==> src/rtl/ps2io.sv <==
// PS/2 host receiver: synchronizes and filters the device lines, deframes
// 11-bit frames and queues bytes in a FIFO behind a 4-register CPU port.
module ps2io #(
  parameter int FIFO_DEPTH = 8,
  parameter int FILTER_LEN = 4,
  parameter int TIMEOUT    = 2000
) (
  input  logic       clk,
  input  logic       rst,
  input  logic [1:0] AD,
  input  logic [7:0] DI,
  output logic [7:0] DO,
  input  logic       rw,
  input  logic       cs,
  output logic       irq,
  input  logic       ps2clk,
  input  logic       ps2dat
);

  localparam int AW = $clog2(FIFO_DEPTH);
  localparam int CW = AW + 1;
  localparam int FW = $clog2(FILTER_LEN) + 1;
  localparam int TW = $clog2(TIMEOUT + 1);

  typedef enum logic [1:0] {
    S_IDLE,
    S_DATA,
    S_PAR,
    S_STOP
  } state_e;

  logic [1:0]    csync_q, dsync_q;
  logic [FW-1:0] cfc_q, dfc_q;
  logic          cflt_q, dflt_q, cprev_q;
  logic          fall;

  state_e        state_q, state_d;
  logic [7:0]    shift_q;
  logic [2:0]    bit_q;
  logic          par_q;
  logic [TW-1:0] to_q;
  logic          to_hit;
  logic          push, perr_set, ferr_set, ovr_set;

  logic [7:0]    mem_q [FIFO_DEPTH];
  logic [AW-1:0] wp_q, rp_q;
  logic [CW-1:0] cnt_q;
  logic          full, nempty, pop, flush, do_push;
  logic          wr, rd;

  logic [2:0]    err_q, err_d, clr;
  logic          rx_en_q, irq_en_q, irq_q;
  logic          unused_di;

  assign unused_di = ^DI[6:5];

  always_ff @(posedge clk or negedge rst) begin
    if (!rst) begin
      csync_q <= 2'b11;
      dsync_q <= 2'b11;
    end else begin
      csync_q <= {csync_q[0], ps2clk};
      dsync_q <= {dsync_q[0], ps2dat};
    end
  end

  // Level flips only after FILTER_LEN consecutive disagreeing samples
  always_ff @(posedge clk or negedge rst) begin
    if (!rst) begin
      cflt_q  <= 1'b1;
      dflt_q  <= 1'b1;
      cprev_q <= 1'b1;
      cfc_q   <= '0;
      dfc_q   <= '0;
    end else begin
      cprev_q <= cflt_q;
      if (csync_q[1] == cflt_q) begin
        cfc_q <= '0;
      end else if (cfc_q == FW'(FILTER_LEN - 1)) begin
        cflt_q <= csync_q[1];
        cfc_q  <= '0;
      end else begin
        cfc_q <= cfc_q + 1'b1;
      end
      if (dsync_q[1] == dflt_q) begin
        dfc_q <= '0;
      end else if (dfc_q == FW'(FILTER_LEN - 1)) begin
        dflt_q <= dsync_q[1];
        dfc_q  <= '0;
      end else begin
        dfc_q <= dfc_q + 1'b1;
      end
    end
  end

  assign fall = cprev_q & ~cflt_q;

  assign to_hit = (state_q != S_IDLE) && !fall &&
                  (to_q == TW'(TIMEOUT - 1));

  always_ff @(posedge clk or negedge rst) begin
    if (!rst) begin
      state_q <= S_IDLE;
    end else begin
      state_q <= state_d;
    end
  end

  always_comb begin
    state_d = state_q;
    if (!rx_en_q || to_hit) begin
      state_d = S_IDLE;
    end else if (fall) begin
      case (state_q)
        S_IDLE:  if (!dflt_q) state_d = S_DATA;
        S_DATA:  if (bit_q == 3'd7) state_d = S_PAR;
        S_PAR:   state_d = S_STOP;
        default: state_d = S_IDLE;
      endcase
    end
  end

  always_comb begin
    push     = 1'b0;
    perr_set = 1'b0;
    ferr_set = 1'b0;
    if (rx_en_q) begin
      if (to_hit) begin
        ferr_set = 1'b1;
      end else if (fall) begin
        case (state_q)
          S_IDLE: ferr_set = dflt_q;
          S_STOP: begin
            if (!dflt_q) ferr_set = 1'b1;
            else if (~^{shift_q, par_q}) perr_set = 1'b1;
            else push = 1'b1;
          end
          default: ;
        endcase
      end
    end
  end

  always_ff @(posedge clk or negedge rst) begin
    if (!rst) begin
      shift_q <= '0;
      bit_q   <= '0;
      par_q   <= 1'b0;
      to_q    <= '0;
    end else begin
      if (state_q == S_IDLE || fall) to_q <= '0;
      else to_q <= to_q + 1'b1;
      if (state_q == S_IDLE) bit_q <= '0;
      if (fall && state_q == S_DATA) begin
        shift_q <= {dflt_q, shift_q[7:1]};
        bit_q   <= bit_q + 1'b1;
      end
      if (fall && state_q == S_PAR) par_q <= dflt_q;
    end
  end

  assign wr      = cs & ~rw;
  assign rd      = cs & rw;
  assign nempty  = cnt_q != '0;
  assign full    = cnt_q == CW'(FIFO_DEPTH);
  assign pop     = rd && AD == 2'd0 && nempty;
  assign flush   = wr && AD == 2'd2 && DI[7];
  assign do_push = push & ~flush & (~full | pop);
  assign ovr_set = push & full & ~pop & ~flush;

  always_ff @(posedge clk or negedge rst) begin
    if (!rst) begin
      wp_q  <= '0;
      rp_q  <= '0;
      cnt_q <= '0;
    end else if (flush) begin
      wp_q  <= '0;
      rp_q  <= '0;
      cnt_q <= '0;
    end else begin
      if (do_push) wp_q <= wp_q + 1'b1;
      if (pop) rp_q <= rp_q + 1'b1;
      case ({do_push, pop})
        2'b10:   cnt_q <= cnt_q + 1'b1;
        2'b01:   cnt_q <= cnt_q - 1'b1;
        default: ;
      endcase
    end
  end

  always_ff @(posedge clk) begin
    if (do_push) mem_q[wp_q] <= shift_q;
  end

  // New error events beat a same-cycle W1C
  assign clr   = (wr && AD == 2'd1) ? DI[4:2] : 3'b000;
  assign err_d = (err_q & ~clr) | {ferr_set, perr_set, ovr_set};

  always_ff @(posedge clk or negedge rst) begin
    if (!rst) begin
      err_q    <= '0;
      rx_en_q  <= 1'b1;
      irq_en_q <= 1'b0;
      irq_q    <= 1'b0;
    end else begin
      err_q <= err_d;
      if (wr && AD == 2'd2) begin
        rx_en_q  <= DI[0];
        irq_en_q <= DI[1];
      end
      irq_q <= irq_en_q & (nempty | (|err_q));
    end
  end

  assign irq = irq_q;

  always_comb begin
    DO = 8'h00;
    unique case (AD)
      2'd0: DO = nempty ? mem_q[rp_q] : 8'h00;
      2'd1: DO = {irq_q, 1'b0, state_q != S_IDLE,
                  err_q, full, nempty};
      2'd2: DO = {6'b0, irq_en_q, rx_en_q};
      2'd3: DO = 8'(cnt_q);
    endcase
  end

endmodule

==> config.mk <==
export PLATFORM = sky130hd
export DESIGN_NAME = ps2io
export DESIGN_NICKNAME = d
export VERILOG_FILES = /design/src/rtl/ps2io.sv
export SDC_FILE = /design/constraint.sdc
export NUM_CORES = 1
export LEC_CHECK = 0
export ABC_CLOCK_PERIOD_IN_PS = 2700
export CORE_UTILIZATION = 45
export CTS_CLUSTER_SIZE = 10
export DETAILED_ROUTE_END_ITERATION = 8
export PLACE_DENSITY = 0.61
export SLEW_MARGIN = 40
export SYNTH_ARGS = -nofsm -noshare
export SYNTH_HDL_FRONTEND = slang
export SYNTH_SLANG_ARGS = --single-unit
==> constraint.sdc <==
create_clock -name clk -period 2.7 [get_ports clk]
set_input_delay 0.675 -clock clk [delete_from_list [all_inputs] [get_ports clk]]
set_output_delay 0.675 -clock clk [all_outputs]
set_load 0.005 [all_outputs]
==> impl_metrics.toml <==
[placed_design]
gp_congestion = 0.8764
io_buffers = 22
place_hpwl_um = 7108
dp.cells = 555

[grt]
gr-total-overflow = 0
grt_pass1_wl_um = 16590
grt_usage_pct = 19.36
grt_pass1_vias = 3208
antenna_found_initial = 0
grt_max_degree = 25

[timing]
timing.final.crit_share_pct = 103.9
finalHoldViolCount = 0
setup_viol = 7
report.final.slew_viol_count = 0
grt_setup_unrepaired = "yes"
worst_clock_skew_ps = 5.986
worst_slack_ps = -105.2
final.min_clock_period_ps = 2805
fmax_ghz = 0.3565
setup_tns_ps = -306.7
worstMarginPinSlew_ps = 574.3
relSlewSlack_pct = 61.71

[synthesis]
ys_top_cells_by_area = "edfxtp_1 (37%), dfrtp_1 (22%), mux4_2 (6.9%)"
synthFlopType = "edfxtp_1"
syn_avg_cell_area_sq_um = 14.87
synth_edf_count = 64
synthCells = 352
synthesis.area_sq_mm = 0.005233
post-synth-top-count-cell = "edfxtp_1"
yosys_warnings = 0
synth_top_area_cell = "edfxtp_1"
synth_commonest_cells = "edfxtp_1 (64), dfrtp_1 (46), nand2_1 (29), nor2_1 (25)"
synth_top_area_share_pct = 36.73
ys_seq_elements = 118
ys_seq_area_share_pct = 62.75
syn_nets = 382
async_flop_share_pct = 45.76
ys_types = 52

[die]
io_pins = 25
fp.coreArea_sq_mm = 0.01137
fp-row-count = 39
dieArea_sq_mm = 0.01206
die_x_um = 109.8
start_util_pct = 46.02
die_h_um = 109.8

[run_status]
outcome = "finished with violations"
violations = "negative setup slack"

[worst_setup_path]
crit_path_max_fanout = 6
end_kind = "output port"
reg2regPathDepth = 10
worst_setup_path_start_kind = "flip-flop"
worstPathArrival_ps = 2130
required_ps = 2030
crit_type = "flip-flop to output port"

[clock_network]
root_buffer = "clkbuf_16"
path_clk_slew_ps = 50
cts_tree = "yes"
clk_path_buf_depth = 2
clkLatencyLatePin_ps = 410
cts_inserted_buffers = 17
htree_num_levels = 4
clock-sinks = 118

[routing]
drc = 0
wl_per_cell_um = 17.29
post_drt_via_cell_ratio = 5.197
first_pass_iters = 5
finalWirelength_um = 10380
drt_iter0_drc = 233
drtAntennaViolNets = 0
vias = 3118

[finish]
num-fill-cells = 893
stdcell_count = 600
final_util_pct = 60.53
syn2layout_area_growth_pct = 31.52
layout-drive-gt1-share_pct = 38.07
final_nets = 474
antenna_cells = 0

[power_and_ir_drop]
ir_drop_v = 0.0004618
p_per_area_mw_per_mm2 = 871.7
leakagePower_uw = 0.002810
totalPowerFinal_uw = 5999

[flow_run]
max-cap-violations = 0

[worst_hold_path]
hold_class = "primary input to async pin"
-- layer usage --
layer	track usage (%)	part of all wire, %
met5	0	0
met4	8.286	1.4
met3	5.453	3.1
met2	30.89	50
met1	24.67	45
-- power breakdown --
part | total [uW] | switching, uW | internal (uW)
clock network | 2230 | 779 | 1450
registers | 2260 | 181 | 2080
logic | 1510 | 665 | 843
-- placed cells by master (no fill, tap or decap), types with 9 or more instances in the layout --
master,instances
nor2_1,23
nand2_1,29
xnor2_1,9
nand3_1,11
mux4_2,16
xor2_1,10
dfrtp_1,45
buf_4,48
ha_1,13
buf_6,10
mux2_2,15
clkbuf_16,17
edfxtp_1,64
clkdlybuf4s50_1,9
-- stage by stage --
step                      area [sq um]  worst slack [ps]  hold WS [ps]
after floorplan                   5285            -93.79         345.2
after global placement            6073            -474.4         348.5
after detailed placement          6073            -506.5         348.5
after CTS                         6857            -143.6         263.3
after global routing              6882            -169.5         287.1
final                             6882            -105.2         253.6
-- worst max-delay path, cell delays in order (launching register included) --
cell     delay (ps)
dfrtp_2         460
buf_6           140
mux4_2          490
mux2_4          300
o21ai_2         120
o21ai_1          80
buf_2           130
-- layout make-up --
type / instances / area (sq um) / share of cell area, %
Clock buffer: 20 / 436.7 / 6.345
Clock inverter: 12 / 153.9 / 2.236
Inverter: 5 / 18.77 / 0.2727
Multi-Input combinational cell: 215 / 2022 / 29.38
Sequential cell: 118 / 3284 / 47.73
Tap cell: 143 / 178.9 / 2.600
Timing Repair Buffer: 87 / 787.0 / 11.44
-- sequential cells by signal, summed over array words and instances, names as in the netlist --
| signal | cells |
|---|---|
| mem_q | 64 |
| to_q | 11 |
| shift_q | 8 |
| cnt_q | 4 |
| bit_q | 3 |
| cfc_q | 3 |
| dfc_q | 3 |
| err_q | 3 |
| rp_q | 3 |
| wp_q | 3 |
| csync_q | 2 |
| dsync_q | 2 |
| state_q | 2 |
| cflt_q | 1 |
| cprev_q | 1 |
| dflt_q | 1 |
| irq | 1 |
| irq_en_q | 1 |
| par_q | 1 |
| rx_en_q | 1 |
-- cells by family after synthesis --
logic type,synth area share [%]
muxes,13.25
adders and majority gates,3.491
and+or+nand+nor,11.19
AOI/OAI and AO/OA,3.491
DFF,62.74
xor gates and xnor gates,4.113
buffers and inverters,1.722
-- what timing repair did --
item | CTS | global route
resized for setup | 66 | 4
cloned | 0 | 0
endpoints found under the setup margin | 25 | 9
pin swaps | 12 | 8
setup buffers | 12 | 1
hold buffers | 0 | 0
-- final timing paths --
kind | startpoint | slack, ps | endpoint
setup / recovery | rp_q[0] | -110 | DO[0]
hold / removal | rst | 250 | irq
setup reg to reg | shift_q[2] | 90 | cnt_q[3]
hold reg to reg | csync_q[0] | 350 | csync_q[1]
max in group asynchronous | rst | 1720 | cprev_q
min in group clk | csync_q[0] | 350 | csync_q[1]
No activity file was read; power rests on OpenSTA's default activity.
